File: src/rtl/key_sched_pkg.sv
// key_sched_pkg: shared definitions for the uBlock key-schedule S-box path.
//   state_e       sequencer states (IDLE / ISSUE / DRAIN)
//   WORD_W        width of one key word per share
//   N_WORDS_DEF   default number of words substituted per request
//   SBOX_LAT_DEF  default pipeline depth of the shared S-box array
package key_sched_pkg;

  typedef enum logic [1:0] {
    ST_IDLE,
    ST_ISSUE,
    ST_DRAIN
  } state_e;

  localparam int unsigned WORD_W       = 32;
  localparam int unsigned N_WORDS_DEF  = 4;
  localparam int unsigned SBOX_LAT_DEF = 2;

endpackage

File: src/rtl/sbox_valid_pipe.sv
// sbox_valid_pipe: SBOX_LAT-deep shift register of valid tags that mirrors the
// S-box array's pipeline, so valid_o rises exactly when the array output
// belonging to a tagged input is present.
//   clk_i    clock, rising edge
//   clr_i    synchronous clear of every stage
//   valid_i  tag pushed this cycle
//   valid_o  tag leaving the pipe this cycle
module sbox_valid_pipe
  import key_sched_pkg::*;
#(
  parameter int unsigned SBOX_LAT = SBOX_LAT_DEF
) (
  input  logic clk_i,
  input  logic clr_i,
  input  logic valid_i,
  output logic valid_o
);

  logic [SBOX_LAT-1:0] pipe_q;

  always_ff @(posedge clk_i) begin
    if (clr_i) begin
      pipe_q <= '0;
    end else begin
      pipe_q[0] <= valid_i;
      for (int unsigned i = 1; i < SBOX_LAT; i++) begin
        pipe_q[i] <= pipe_q[i-1];
      end
    end
  end

  assign valid_o = pipe_q[SBOX_LAT-1];

endmodule

File: src/rtl/key_sbox_sequencer.sv
// key_sbox_sequencer: streams a two-share key state word by word through the
// external threshold S-box array and collects the substituted words.
//   clk, rst              clock and synchronous active-high reset
//   start                 request, sampled only while idle
//   key_in0 / key_in1     key shares, word i at [32*i +: 32]
//   busy                  request in flight (ISSUE or DRAIN)
//   done                  one-cycle pulse after the final capture
//   key_out0 / key_out1   substituted shares, same layout as key_in*
//   sbox_in0 / sbox_in1   array inputs, forced to zero outside ISSUE
//   sbox_out0 / sbox_out1 array outputs, SBOX_LAT cycles after input
module key_sbox_sequencer
  import key_sched_pkg::*;
#(
  parameter int unsigned N_WORDS  = N_WORDS_DEF,
  parameter int unsigned SBOX_LAT = SBOX_LAT_DEF
) (
  input  logic                      clk,
  input  logic                      rst,
  input  logic                      start,
  input  logic [WORD_W*N_WORDS-1:0] key_in0,
  input  logic [WORD_W*N_WORDS-1:0] key_in1,
  output logic                      busy,
  output logic                      done,
  output logic [WORD_W*N_WORDS-1:0] key_out0,
  output logic [WORD_W*N_WORDS-1:0] key_out1,
  output logic [WORD_W-1:0]         sbox_in0,
  output logic [WORD_W-1:0]         sbox_in1,
  input  logic [WORD_W-1:0]         sbox_out0,
  input  logic [WORD_W-1:0]         sbox_out1
);

  localparam int unsigned CNT_W = $clog2(N_WORDS) + 1;
  localparam logic [CNT_W-1:0] LAST = CNT_W'(N_WORDS - 1);

  state_e           state_q, state_d;
  logic [CNT_W-1:0] issue_cnt_q, issue_cnt_d;
  logic [CNT_W-1:0] cap_cnt_q, cap_cnt_d;
  logic             done_q, done_d;
  logic             accept, issue, tag_out;

  logic [WORD_W-1:0] sh0_q [N_WORDS];
  logic [WORD_W-1:0] sh1_q [N_WORDS];
  logic [WORD_W-1:0] ko0_q [N_WORDS];
  logic [WORD_W-1:0] ko1_q [N_WORDS];

  // Reset also flushes the tags, so words still inside the (unreset) array
  // after an aborted request are never captured.
  sbox_valid_pipe #(
    .SBOX_LAT(SBOX_LAT)
  ) u_valid_pipe (
    .clk_i  (clk),
    .clr_i  (rst),
    .valid_i(issue),
    .valid_o(tag_out)
  );

  always_comb begin
    state_d     = state_q;
    issue_cnt_d = issue_cnt_q;
    cap_cnt_d   = cap_cnt_q;
    done_d      = 1'b0;
    accept      = 1'b0;
    issue       = 1'b0;

    if (tag_out) begin
      cap_cnt_d = cap_cnt_q + CNT_W'(1);
      if (cap_cnt_q == LAST) done_d = 1'b1;
    end

    unique case (state_q)
      ST_IDLE: begin
        if (start) begin
          accept      = 1'b1;
          issue_cnt_d = '0;
          cap_cnt_d   = '0;
          state_d     = ST_ISSUE;
        end
      end
      ST_ISSUE: begin
        issue       = 1'b1;
        issue_cnt_d = issue_cnt_q + CNT_W'(1);
        if (issue_cnt_q == LAST) state_d = ST_DRAIN;
      end
      ST_DRAIN: begin
        if (tag_out && (cap_cnt_q == LAST)) state_d = ST_IDLE;
      end
      default: state_d = ST_IDLE;
    endcase
  end

  always_ff @(posedge clk) begin
    if (rst) begin
      state_q     <= ST_IDLE;
      issue_cnt_q <= '0;
      cap_cnt_q   <= '0;
      done_q      <= 1'b0;
    end else begin
      state_q     <= state_d;
      issue_cnt_q <= issue_cnt_d;
      cap_cnt_q   <= cap_cnt_d;
      done_q      <= done_d;
    end
  end

  always_ff @(posedge clk) begin
    if (rst) begin
      for (int unsigned i = 0; i < N_WORDS; i++) begin
        sh0_q[i] <= '0;
        sh1_q[i] <= '0;
        ko0_q[i] <= '0;
        ko1_q[i] <= '0;
      end
    end else begin
      if (accept) begin
        for (int unsigned i = 0; i < N_WORDS; i++) begin
          sh0_q[i] <= key_in0[WORD_W*i +: WORD_W];
          sh1_q[i] <= key_in1[WORD_W*i +: WORD_W];
        end
      end
      if (tag_out) begin
        for (int unsigned i = 0; i < N_WORDS; i++) begin
          if (cap_cnt_q == CNT_W'(i)) begin
            ko0_q[i] <= sbox_out0;
            ko1_q[i] <= sbox_out1;
          end
        end
      end
    end
  end

  // Array inputs are held at zero except while issuing, so the two shares of
  // an unrelated word never meet inside the array.
  always_comb begin
    sbox_in0 = '0;
    sbox_in1 = '0;
    if (issue) begin
      for (int unsigned i = 0; i < N_WORDS; i++) begin
        if (issue_cnt_q == CNT_W'(i)) begin
          sbox_in0 = sh0_q[i];
          sbox_in1 = sh1_q[i];
        end
      end
    end
  end

  for (genvar gi = 0; gi < N_WORDS; gi++) begin : g_out
    assign key_out0[WORD_W*gi +: WORD_W] = ko0_q[gi];
    assign key_out1[WORD_W*gi +: WORD_W] = ko1_q[gi];
  end

  assign busy = (state_q != ST_IDLE);
  assign done = done_q;

endmodule

File: config.mk
export PLATFORM = sky130hd
export DESIGN_NAME = key_sbox_sequencer
export DESIGN_NICKNAME = d
export VERILOG_FILES = /design/src/rtl/key_sched_pkg.sv /design/src/rtl/sbox_valid_pipe.sv /design/src/rtl/key_sbox_sequencer.sv
export SDC_FILE = /design/constraint.sdc
export NUM_CORES = 1
export LEC_CHECK = 0
export ABC_CLOCK_PERIOD_IN_PS = 7500
export BUFFER_PORTS_ARGS = -buffer_cell sky130_fd_sc_hd__buf_2
export CAP_MARGIN = 20
export CORE_AREA = 10 10 240 242
export DETAILED_ROUTE_END_ITERATION = 7
export DIE_AREA = 0 0 250 252
export GPL_ROUTABILITY_DRIVEN = 0
export PLACE_DENSITY = 0.66
export SLEW_MARGIN = 20
export SYNTH_ARGS = -nofsm -noshare
export SYNTH_HDL_FRONTEND = slang
export SYNTH_SLANG_ARGS = --single-unit
File: constraint.sdc
create_clock -name clk -period 7.5 [get_ports clk]
set_input_delay 0 -clock clk [delete_from_list [all_inputs] [get_ports clk]]
set_output_delay 0 -clock clk [all_outputs]
set_load 0.005 [all_outputs]
Word level (Yosys, flattened, before mapping)
Memories as Yosys holds them, arrays and structs flattened.
Cells that the tools add are included.
{"block": "op_classes", "addsub": 2, "n_reduce_logical": 8, "muxes": 59, "eq_ne": 11, "bitwise_logic": 16}
{"op": "$mux 32", "n": 26}
{"op": "$mux 1", "n": 24}
{"op": "$or 1x1->1", "n": 16}
{"op": "$eq 3x2->1 const B", "n": 4}
{"op": "$mux 3", "n": 4}
{"op": "$add 3x1->3 const B", "n": 2}
{"op": "$eq 3x1->1 const B", "n": 2}
{"op": "$logic_not 3->1", "n": 2}
{"op": "$mux 2", "n": 3}
{"op": "$ne 2x2->1 const B", "n": 3}
{"op": "$pmux 2 s3", "n": 1}
{"op": "$pmux 3 s2", "n": 1}
{"op": "$reduce_bool 2->1", "n": 2}
{"op": "$reduce_and 3->1", "n": 1}
{"op": "$eq 2x1->1 const B", "n": 1}
{"op": "$eq 2x2->1 const B", "n": 1}
{"op": "$logic_not 2->1", "n": 1}
{"op": "$reduce_and 2->1", "n": 1}
{"op": "$logic_and 1x1->1", "n": 1}
{"block": "totals", "out_inout_bits": 322, "word_cells": 105, "input_bits": 323, "ram_bits": 512, "ff_bits": 11, "memories": 4}
{"name": "ko0_q", "depth": 4, "width": 32, "rd": 4, "rd_ports_with_merged_regs": 0, "write_ports": 4, "line": "key_sbox_sequencer.sv:43", "source": "logic [WORD_W-1:0] ko0_q [N_WORDS];"}
{"name": "ko1_q", "depth": 4, "width": 32, "rd": 4, "rd_ports_with_merged_regs": 0, "write_ports": 4, "line": "key_sbox_sequencer.sv:44", "source": "logic [WORD_W-1:0] ko1_q [N_WORDS];"}
{"name": "sh0_q", "depth": 4, "width": 32, "rd": 4, "rd_ports_with_merged_regs": 0, "write_ports": 4, "line": "key_sbox_sequencer.sv:41", "source": "logic [WORD_W-1:0] sh0_q [N_WORDS];"}
{"name": "sh1_q", "depth": 4, "width": 32, "rd": 4, "rd_ports_with_merged_regs": 0, "write_ports": 4, "line": "key_sbox_sequencer.sv:42", "source": "logic [WORD_W-1:0] sh1_q [N_WORDS];"}

Longest topological paths before layout
Gate-level depths: netlist (run 1).
{"block": "logic_depth", "depth_word": 6, "depth_mapped": 8, "ltp_nobuf": 5}

By module
A second synthesis (run 1) with hierarchy kept.
{"block": "unflattened", "hier_cells": 1425, "area_unflattened_um2": 21518.1}
{"mod": "key_sbox_sequencer", "cells_each": 1421, "area_each_um2": 21465.6, "n_inst": 1, "seq_area_each_um2": 15554.9}
{"mod": "sbox_valid_pipe", "cells_each": 4, "area_each_um2": 52.6, "n_inst": 1, "seq_area_each_um2": 40.0}

Worst setup path after synthesis (run 1)
No wires, ideal clock.
{"block": "synth_path", "kind": "flip-flop to flip-flop", "startpoint": "register state_q[1]", "endpoint": "memory sh0_q[0][0], enable pin", "n_path_buf": 0, "path_stages_with_launch": 3, "arrival_ps": 5719, "period_less_slack_ps": 6340, "t_required_ps": 6879, "slack_ps": 1160, "setup_time_ps": 621, "path_cell_list": "dfxtp_1 > nor2_1 > a21o_1"}
{"item": "from (decl)", "line": "key_sbox_sequencer.sv:35", "source": "state_e state_q, state_d;"}
{"item": "from (signal assigned)", "line": "key_sbox_sequencer.sv:98", "source": "state_q <= state_d;"}
{"item": "to (decl)", "line": "key_sbox_sequencer.sv:41"}

Final worst setup path (run 1)
{"block": "layout_path", "startpoint": "register issue_cnt_q[1]", "endpoint": "output port sbox_in1[25]"}
{"block": "layout_between", "elab_chain_cells": 6, "word_cells_on_any_way": 9, "classes_between": "eq/ne (3); mux (5); reduce/logical (1)"}
{"item": "from (decl)", "line": "key_sbox_sequencer.sv:36", "source": "logic [CNT_W-1:0] issue_cnt_q, issue_cnt_d;"}
{"item": "from (signal assigned)", "line": "key_sbox_sequencer.sv:99", "source": "issue_cnt_q <= issue_cnt_d;"}
{"item": "$logic_not 3->1", "line": "key_sbox_sequencer.sv:138", "source": "if (issue_cnt_q == CNT_W'(i)) begin"}
{"item": "$mux 32 (3 in series)", "line": "key_sbox_sequencer.sv:138"}
{"item": "$mux 32 *", "line": "key_sbox_sequencer.sv:138"}
{"item": "$mux 32 *", "line": "key_sbox_sequencer.sv:136", "source": "if (issue) begin"}
{"item": "to (decl)", "line": "key_sbox_sequencer.sv:27", "source": "output logic [WORD_W-1:0] sbox_in1,"}
Every way passes the cells marked *; elsewhere a longest branch is shown, timed or not.

==> results of run 1 <==
==> per-stage QoR <==
| step | total power [mW] | util (%) | std cells | setup slack [ns] |
|---|---|---|---|---|
| finish | 6.76 | 57.9 | 3113 | 4.21 |
| detailed placement | 4.00 | 48.3 | 2673 | 4.78 |
| floorplan | 3.72 | - | 1425 | 1.16 |
| global route | 6.98 | 57.9 | 3109 | 4.02 |
| CTS | 6.78 | 57.8 | 3095 | 4.09 |
| global placement | 3.99 | 48.3 | 2673 | 4.81 |
==> layer usage <==
metal  vias up  wire [um]  global-route usage (%)
met5         -         59                       0
met4         8       3100                    10.3
met3       191       6310                    6.40
met2       855      35900                    37.2
met1      7681      25700                    24.4
li1       7044          -                       -
==> cells by family after synthesis <==
logic type	after synthesis	share of synthesized area, %
simple gates	622	18.0
flops	523	72.8
compound gates	159	6.29
buf+inv	106	2.14
fa+ha+maj	10	0.584
mux	4	0.193
xor+xnor	1	0.0409
==> cell type report <==
type / instances / share of cell area (%)
antenna: 17 / 0.140
clock buffer: 70 / 4.86
clock inverter: 30 / 0.923
inverter: 8 / 0.0989
multi-input combinational: 796 / 18.1
sequential: 523 / 51.3
tap: 688 / 2.83
timing repair buffer: 981 / 21.7
==> cell usage after synthesis, types with 2 or more instances <==
master / n
nand2_1: 23
inv_1: 7
nand2b_1: 66
edfxtp_1: 512
nor3b_2: 4
ha_1: 10
a32o_1: 64
a31o_2: 3
dfxtp_1: 11
clkbuf_1: 49
and2_1: 512
o21ai_0: 22
a221o_1: 42
clkbuf_2: 4
buf_1: 2
mux2i_1: 3
a21oi_1: 24
buf_2: 42
nor2b_1: 3
nor2_1: 10
==> sequential cells by signal, summed over array words and instances, names as in the netlist <==
signal,count
issue_cnt_q,3
sh1_q,128
u_valid_pipe.pipe_q,2
ko0_q,128
state_q,2
done,1
cap_cnt_q,3
sh0_q,128
ko1_q,128
==> report_power, final <==
group / switching (mW) / internal, mW
clock network: 1.11 / 1.56
registers: 0.0605 / 3.39
logic: 0.321 / 0.319
==> cell usage in the layout (no fill, tap or decap), types with 8 or more instances in the layout <==
| master | count |
|---|---|
| buf_2 | 644 |
| and2_1 | 512 |
| edfxtp_1 | 512 |
| dlygate4sd3_1 | 322 |
| nand2b_1 | 65 |
| a32o_1 | 64 |
| clkbuf_16 | 57 |
| a221o_1 | 42 |
| a21oi_1 | 24 |
| nand2_1 | 23 |
| o21ai_0 | 22 |
| diode_2 | 17 |
| clkbuf_1 | 13 |
| buf_4 | 12 |
| dfxtp_1 | 11 |
| clkinv_1 | 11 |
| clkinv_2 | 10 |
| nor2_1 | 9 |
| ha_1 | 8 |
==> worst paths after layout <==
kind / endpoint / slack [ns] / depth (start not counted)
hold / removal: sh1_q[2][31] / 0.21 / 3
hold reg to reg: u_valid_pipe.pipe_q[1] / 0.44 / 1
setup / recovery: sbox_in1[25] / 4.21 / 8
setup reg to reg: sh1_q[3][21] / 4.81 / 3
==> critical path, stage by stage, from the launching register on <==
cell,delay (ns)
dfxtp_1,0.35
inv_1,0.12
ha_4,0.43
buf_4,0.57
nor2b_4,0.06
buf_4,0.29
a221o_1,0.37
a32o_1,0.29
buf_2,0.16
==> repair_timing <==
action	4_1_cts	5_1_grt
hold buffers	322	0
endpoints found under the hold margin	519	0
buffers inserted	0	0
==> flow_summary.yaml, run 1 <==
synthesis:
  synth_cell_type_count: 32
  yosysSeqAreaShare_pct: 72.8
  synth_area_mm2: 0.0214
  ys.warnings.count: 0
  synth_edf_count: 512
  async_reset_ff_share_pct: 0
  ys_top_cells_by_area: "edfxtp_1, and2_1, a32o_1"
  ys.flop_type: "edfxtp_1"
  synth_largest_area_cell: "edfxtp_1"
  synth_area_per_cell_um2: 15.0
  ys_seq_elements: 523
  syn_nets: 1758
  synth_top_area_share_pct: 71.7
  synth_cells: 1425
final_layout:
  syn2layout_area_growth_pct: 41.7
  multi_input_area_mm2: 0.00548
  final_area_mm2: 0.0304
  finalNetCount: 2698
  final.fill_count: 4027
  seq_area_mm2: 0.0156
  drive_gt1_share_pct: 31.3
worst_hold_path:
  hp-start: "key_in1[95]"
  worstHoldPathType: "in2reg"
global_routing:
  grt_first_pass_wirelength_um: 106000
  first_global_vias: 16800
  antenna_found_initial: 19
  grt_max_degree: 257
  gr-usage-all-layers_pct: 21.6
  grt_overflow: 0
critical_path:
  crit_fanout: 47
  rr_startpoint: "state_q[1]"
  crit_type: "reg2out"
  critPathLaunchType: "register"
  cp_data_arrival_time_ns: 3.29
  worstSetupEndpointType: "output port"
  crit_start: "issue_cnt_q[1]"
  critical_path_required_ns: 7.50
timing:
  finalCritPeriodShare_pct: 43.9
  finalSetupViolations: 0
  fin_worst_skew_ns: 0.0164
  drv_slew: 0
  rsz0062_at_grt: "no"
  fmax_mhz: 304
  fin_crit_ns: 3.29
  finalHoldViolations: 0
  worst_pin_slew_ns: 1.17
  slew_headroom_pct: 21.7
  worst_hold_slack_ns: 0.210
  setup_tns_ns: 0
run:
  drv_cap: 0
placement:
  place_area_mm2: 0.0253
  dp_hpwl_um: 45400
  port_buffers: 644
floorplanning:
  design.core.area_mm2: 0.0524
  die_x_um: 250
  start_util_pct: 40.9
  die-area_mm2: 0.0630
  die_h_um: 252
  rows: 84
  io_pins: 645
cts:
  cts_tree: "done"
  path_clk_slew_ns: 0.06
  ctsHtreeMaxLevel: 2
  cts-root-buf: "clkbuf_16"
  cts_buffers: 55
  cts.sinks: 523
  cts_buffer_depth: 3
  insertion_delay_ns: 0.58
  ctsResizeCount: 0
power_and_ir_drop:
  leakage_nw: 12.7
  peakVddDrop_uv: 190
  power_density_mw_per_mm2: 223
detailed_routing:
  postRouteAntennaNets: 0
  routed_via_density: 5.07
  wirelength_um: 71000
  avgRoutedWirePerCell_um: 22.8
  drt_iter0_drc: 1461
  num_vias: 15800
  drc: 0
  dr.pass1.iters: 5
run_status:
  status: "finished, final reports clean"
Power figures use the tool's default switching activity.
==> run 2: changes to the inputs <==
--- a/config.mk
+++ b/config.mk
@@ -5,14 +5,15 @@
 export SDC_FILE = /design/constraint.sdc
 export NUM_CORES = 1
 export LEC_CHECK = 0
-export ABC_CLOCK_PERIOD_IN_PS = 7500
+export ABC_AREA = 1
+export ABC_CLOCK_PERIOD_IN_PS = 3050
 export BUFFER_PORTS_ARGS = -buffer_cell sky130_fd_sc_hd__buf_2
 export CAP_MARGIN = 20
-export CORE_AREA = 10 10 240 242
+export CORE_AREA = 10 10 241 243
 export DETAILED_ROUTE_END_ITERATION = 7
-export DIE_AREA = 0 0 250 252
+export DIE_AREA = 0 0 251 253
 export GPL_ROUTABILITY_DRIVEN = 0
-export PLACE_DENSITY = 0.66
+export PLACE_DENSITY = 0.69
 export SLEW_MARGIN = 20
 export SYNTH_ARGS = -nofsm -noshare
 export SYNTH_HDL_FRONTEND = slang
==> constraint.sdc (replaced) <==
create_clock -name clk -period 3.05 [get_ports clk]
set_input_delay 0 -clock clk [delete_from_list [all_inputs] [get_ports clk]]
set_output_delay 0 -clock clk [all_outputs]
set_load 0.005 [all_outputs]
==> run 2 against run 1 <==
Die area increased by 0.80%. Via count rose by 23%. Synthesized cell count increased by 53%. Flip-flop and latch count is the same. Core utilization rose by 1.9 points. Sequential power is 150% higher. Worst hold slack gained 0.036 ns. Register-to-register slack worse by 4.0 ns. Design area increased by 4.9%. Count of clock-buffer cells in the layout stayed put. Combinational power increased to 3.2 times the previous value. Highest routed layer unchanged.
==> flow_summary.yaml, run 2 <==
run_status:
  status: "finished, final reports clean"
detailed_routing:
  postRouteAntennaNets: 0
  drc: 0
  dr_wl_met3_um: 7850
  dr.pass1.iters: 5
  avgRoutedWirePerCell_um: 21.0
  wirelength_um: 81400
  drt-met1-wl_um: 29200
  drt_iter0_drc: 1949
  wl_met2_um: 40900
  num_vias: 19400
  routed_via_density: 5.02
  top_layer_used: "met5"
power_and_ir_drop:
  p_int_mw: 12.8
  clockPowerShare_pct: 37.4
  p_sw_share_pct: 24.4
  pwr-share-comb_pct: 12.3
  switchingPower_mw: 4.12
  leakage_nw: 15.3
  p_seq_share_pct: 50.3
  power_density_mw_per_mm2: 530
  peakVddDrop_uv: 369
  total_power_mw: 16.9
synthesis:
  ys_top_cells_by_area: "edfxtp_1, nor2_1, inv_1"
  synth_area_per_cell_um2: 10.7
  synth_top_area_share_pct: 65.8
  ys_seq_elements: 523
  syn_nets: 2517
  synth_area_mm2: 0.0234
  synth_largest_area_cell: "edfxtp_1"
  async_reset_ff_share_pct: 0
  yosys.cell_count.top_type: "nor2_1"
  ys.warnings.count: 0
  synth_cell_type_count: 27
  synth_commonest_cells: "nor2_1, edfxtp_1, inv_1"
  ys.flop_type: "edfxtp_1"
  synth_cells: 2184
  synth_edf_count: 512
  yosysSeqAreaShare_pct: 66.8
final_layout:
  final_area_mm2: 0.0319
  drive_gt1_share_pct: 27.4
  syn2layout_area_growth_pct: 36.4
  layout_common_cells: "buf_2, nor2_1, edfxtp_1"
  finalNetCount: 3449
  final.fill_count: 4118
  final_common_cell: "buf_2"
worst_hold_path:
  worstHoldPathType: "in2reg"
timing:
  finalSetupViolations: 0
  drv_slew: 0
  slew_headroom_pct: 32.0
  fin_worst_skew_ns: 0.0191
  fin_crit_ns: 2.88
  fmax_mhz: 348
  setup_tns_ns: 0
  rsz0062_at_grt: "no"
  finalHoldViolations: 0
  worst_pin_slew_ns: 1.02
  finalCritPeriodShare_pct: 94.3
floorplanning:
  die-area_mm2: 0.0635
  rows: 85
  die_x_um: 251
  die_h_um: 253
  io_pins: 645
  start_util_pct: 43.8
  design.core.area_mm2: 0.0533
critical_path:
  critPathLaunchType: "register"
  cp_data_arrival_time_ns: 2.88
  critical_path_required_ns: 3.05
  crit_fanout: 46
  crit_chain: "inv_4, ha_1, inv_4, buf_6, o21ai_0, a21oi_1, buf_2"
  crit_type: "reg2out"
  crit_path_frequent_cell: "inv_4"
  worst-path-buf-inv: 4
  worstSetupEndpointType: "output port"
  path_delay_family: "buffers and inverters"
  critPathMaxStageDelay_ns: 0.45
  crit_path_top_delay_cell: "dfxtp_1"
cts:
  postCtsSetupBuffers: 0
  cts.sinks: 523
  insertion_delay_ns: 0.58
  path_clk_slew_ns: 0.07
  ctsHtreeMaxLevel: 2
  cts_buffers: 55
  cts-root-buf: "clkbuf_16"
  cts_tree: "done"
  cts_buffer_depth: 3
global_routing:
  first_global_vias: 20200
  antenna_found_initial: 20
  gr-usage-all-layers_pct: 24.5
  grt_first_pass_wirelength_um: 121000
  grt_overflow: 0
  grt_max_degree: 159
placement:
  port_buffers: 644
  dp_hpwl_um: 51200
  place_area_mm2: 0.0269
run:
  drv_cap: 0
run 2: cell types whose count changed after synthesis, sizes merged, moves of 42 or more:
| cell | delta |
|---|---|
| o21ai | +43 |
| a32o | -64 |
| nor2 | +510 |
| clkbuf | -42 |
| nand2b | -67 |
| nand2 | +188 |
| and2 | -512 |
| nand3 | +196 |
| a221o | -42 |
| a21oi | +45 |
| buf | +65 |
| inv | +453 |
run 2: final cells by class:
cell class	count	area, um2	share of cell area (%)
well taps	696	871	2.73
multi-input cells	1078	5110	16.0
clock buffers	70	1430	4.50
repair buffers	996	6870	21.6
flip-flops and latches	523	15600	48.9
diodes	17	42.5	0.134
inverters	462	1740	5.46
clock inverters	27	208	0.652
run 2: path summary, 6_finish.rpt:
| path | slack [ns] | start | end | cells after the start |
|---|---|---|---|---|
| setup / recovery | 0.17 | issue_cnt_q[2] | sbox_in0[12] | 7 |
| hold reg to reg | 0.41 | u_valid_pipe.pipe_q[0] | u_valid_pipe.pipe_q[1] | 2 |
| setup reg to reg | 0.79 | u_valid_pipe.pipe_q[1] | ko0_q[1][9] | 3 |
| hold / removal | 0.25 | key_in0[71] | sh0_q[2][7] | 4 |
run 2: repair_timing:
action,4_1_cts,5_1_grt
resized for setup,1,1
endpoints found under the hold margin,517,0
hold buffers,322,0
cloned,0,0
setup endpoints to repair,1,5
run 2: cell families (layout without fill, tap and decap cells):
group | Yosys count | after routing | synth area share, %
other | 0 | 17 | 0
AOI/OAI and AO/OA | 135 | 135 | 3.70
buffers and inverters | 583 | 1555 | 11.5
and+or+nand+nor | 933 | 933 | 17.5
adders and majority gates | 10 | 10 | 0.536
DFF | 523 | 523 | 66.8
run 2: worst register-to-register path: stages, from the launching register on:
cell and delay, ns:
dfxtp_1 0.64, nand4_4 0.69, buf_4 0.49, nor2_1 0.26
run 2: layer usage:
layer  vias up  track usage, %
met5         -               0
met4         6            10.4
met3       228            6.15
met2      1243            42.1
met1      9148            28.9
li1       8787               -
run 2: per-stage QoR:
step | hold slack (ns) | worst slack (ns) | util (%) | cells
2_1_floorplan | 0.0691 | 0.271 | - | 2184
5_1_grt | 0.242 | 0.0217 | 59.8 | 3867
4_1_cts | 0.199 | 0.106 | 59.7 | 3852
3_3_place_gp | 0.291 | 0.753 | 50.5 | 3432
3_5_place_dp | 0.289 | 0.709 | 50.6 | 3433
6_report | 0.246 | 0.172 | 59.8 | 3869
run 2: power groups by stage:
stage               Sequential, mW  Clock, mW  Combinational, mW
global placement              8.62          0               1.67
CTS                           8.49       6.34               2.04
detailed placement            8.64          0               1.69
floorplan                     8.63          0              0.901
finish                        8.50       6.31               2.07
global route                  8.53       6.63               2.25
==> run 3: changes to the inputs <==
--- a/config.mk
+++ b/config.mk
@@ -9,11 +9,13 @@
 export ABC_CLOCK_PERIOD_IN_PS = 3050
 export BUFFER_PORTS_ARGS = -buffer_cell sky130_fd_sc_hd__buf_2
 export CAP_MARGIN = 20
-export CORE_AREA = 10 10 241 243
+export CORE_AREA = 10 10 246 248
+export CTS_BUF_LIST = sky130_fd_sc_hd__clkbuf_4 sky130_fd_sc_hd__clkbuf_8
 export DETAILED_ROUTE_END_ITERATION = 7
-export DIE_AREA = 0 0 251 253
+export DIE_AREA = 0 0 256 258
 export GPL_ROUTABILITY_DRIVEN = 0
-export PLACE_DENSITY = 0.69
+export GPL_TIMING_DRIVEN = 0
+export PLACE_DENSITY = 0.67
 export SLEW_MARGIN = 20
 export SYNTH_ARGS = -nofsm -noshare
 export SYNTH_HDL_FRONTEND = slang
==> run 3 against run 2 <==
Core utilization is 0.90 points lower. Flip-flop and latch count is the same. Clock power down 2%. Clock skew up 0.029 ns. First-iteration DRC count decreased by 11%. Sequential share of layout area shrank 1.4 points. Global-route usage rose by 0.48 points. Critical endpoint is now sbox_in0[16].
==> flow_summary.yaml, run 3 (same netlist as run 2, synthesis figures left out) <==
cts:
  postCtsSetupBuffers: 0
  cts_buffers: 88
  path_clk_slew_ns: 0.07
  cts.sinks: 523
  cts_tree: "done"
  insertion_delay_ns: 0.67
  ctsHtreeMaxLevel: 3
  cts_buffer_depth: 3
  cts-root-buf: "clkbuf_8"
power_and_ir_drop:
  clockPowerShare_pct: 36.8
  switchingPower_mw: 4.35
  p_seq_share_pct: 50.3
  p_int_mw: 12.5
  peakVddDrop_uv: 282
  total_power_mw: 16.9
  p_sw_share_pct: 25.8
  pwr-share-comb_pct: 12.8
  leakage_nw: 15.9
  power_density_mw_per_mm2: 514
worst_hold_path:
  worstHoldPathType: "in2reg"
  whs_path_depth: 4
critical_path:
  crit_path_top_delay_cell: "dfxtp_1"
  crit_type: "reg2out"
  crit_fanout: 10
  critPathLaunchType: "register"
  worstSetupEndpointType: "output port"
  worst-path-buf-inv: 6
  crit_chain: "inv_4, buf_12, buf_6, ha_1, inv_4, clkbuf_1, o21ai_0, a21oi_2, buf_2"
  crit_path_frequent_cell: "inv_4"
  path_delay_family: "buffers and inverters"
  critical_path_required_ns: 3.05
  critPathMaxStageDelay_ns: 0.44
  cp_data_arrival_time_ns: 2.97
  r2r_cells: 9
  path_depth: 9
detailed_routing:
  routed_via_density: 4.89
  num_vias: 20000
  avgRoutedWirePerCell_um: 20.9
  wirelength_um: 85500
  drt_iter0_drc: 1731
  drc: 0
  dr.pass1.iters: 5
  postRouteAntennaNets: 0
final_layout:
  layout_common_cells: "buf_2, nor2_1, edfxtp_1"
  syn2layout_area_growth_pct: 40.5
  final_common_cell: "buf_2"
  drive_gt1_share_pct: 30.7
  finalNetCount: 3590
  final.fill_count: 4369
  fin_cells: 4096
  fin_util_pct: 58.9
floorplanning:
  io_pins: 645
  design.core.area_mm2: 0.0557
  die_x_um: 256
  die_h_um: 258
  die-area_mm2: 0.0660
  rows: 87
  start_util_pct: 41.9
run_status:
  status: "finished, final reports clean"
timing:
  finalCritPeriodShare_pct: 97.4
  slew_headroom_pct: 58.0
  fmax_mhz: 337
  fin_crit_ns: 2.97
  fin_worst_skew_ns: 0.0484
  setup_slack_ns: 0.0787
  worst_pin_slew_ns: 0.630
  finalSetupViolations: 0
  drv_slew: 0
  finalHoldViolations: 0
global_routing:
  grt_max_degree: 107
  gr-usage-all-layers_pct: 25.0
  first_global_vias: 21100
  grt_first_pass_wirelength_um: 127000
  grt_overflow: 0
  antenna_found_initial: 14
placement:
  place_ws_ns: 0.624
  dp_hpwl_um: 59900
  port_buffers: 644
  dp_cells: 3590
run:
  drv_cap: 0
## run 3: changes by cell type in the layout (fill, tap and decap cells not counted), moves of 11 or more
cell	delta
buf_2	+40
buf_4	+16
buf_6	+28
clkbuf_16	-55
clkbuf_4	+30
clkbuf_8	+88
dlygate4sd3_1	+11
## run 3: metrics by stage
stage          hold slack [ns]  setup TNS [ns]  cell area [um2]
6_report                 0.173               0            32800
5_1_grt                  0.152        -0.00448            32800
4_1_cts                 0.0852               0            32800
3_5_place_dp             0.300               0            27700
3_3_place_gp             0.298         -278.76            27500
2_1_floorplan           0.0691               0            23400
## run 3: metal layers
| layer | GRT usage [%] | vias up | part of all wire [%] |
|---|---|---|---|
| met5 | 0 | - | 0.015 |
| met4 | 12.3 | 2 | 4.4 |
| met3 | 6.11 | 233 | 9.2 |
| met2 | 44.3 | 1205 | 51 |
| met1 | 27.9 | 9495 | 36 |
| li1 | - | 9089 | - |
## run 3: layout make-up
type,count,area (um2),area share (%)
Buffer,121,960,2.92
Tap cell,756,946,2.88
Timing Repair Buffer,983,6710,20.5
Multi-Input combinational cell,1078,5120,15.6
Inverter,462,1740,5.30
Clock inverter,43,288,0.877
Clock buffer,117,1430,4.35
Antenna cell,13,32.5,0.0991
Sequential cell,523,15600,47.5
## run 3: power groups by stage
stage | Clock [mW] | Sequential (mW) | Combinational [mW]
after floorplan | 0 | 8.63 | 0.901
after global placement | 0 | 8.66 | 1.73
after detailed placement | 0 | 8.63 | 1.78
after CTS | 6.27 | 8.48 | 2.13
after global routing | 6.62 | 8.52 | 2.34
final | 6.21 | 8.49 | 2.16
## run 3: path summary, 6_finish.rpt
kind / from / end / slack, ns
hold reg to reg: u_valid_pipe.pipe_q[0] / u_valid_pipe.pipe_q[1] / 0.44
setup reg to reg: issue_cnt_q[2] / state_q[0] / 0.66
hold / removal: key_in0[4] / sh0_q[0][4] / 0.17
setup / recovery: issue_cnt_q[2] / sbox_in0[16] / 0.08
## run 3: worst reg2reg max path, stage by stage (launching register included)
cell and delay, ns:
dfxtp_1 0.44, inv_4 0.09, buf_12 0.16, buf_6 0.15
ha_1 0.27, inv_4 0.18, buf_4 0.22, nand2_1 0.12
a21oi_1 0.15, dlygate4sd3_1 0.56
## run 3: what timing repair did
item | 4_1_cts | 5_1_grt
endpoints found under the hold margin | 519 | 0
pin swaps | 0 | 0
hold buffers | 333 | 0
resized for setup | 3 | 5
setup endpoints to repair | 11 | 9
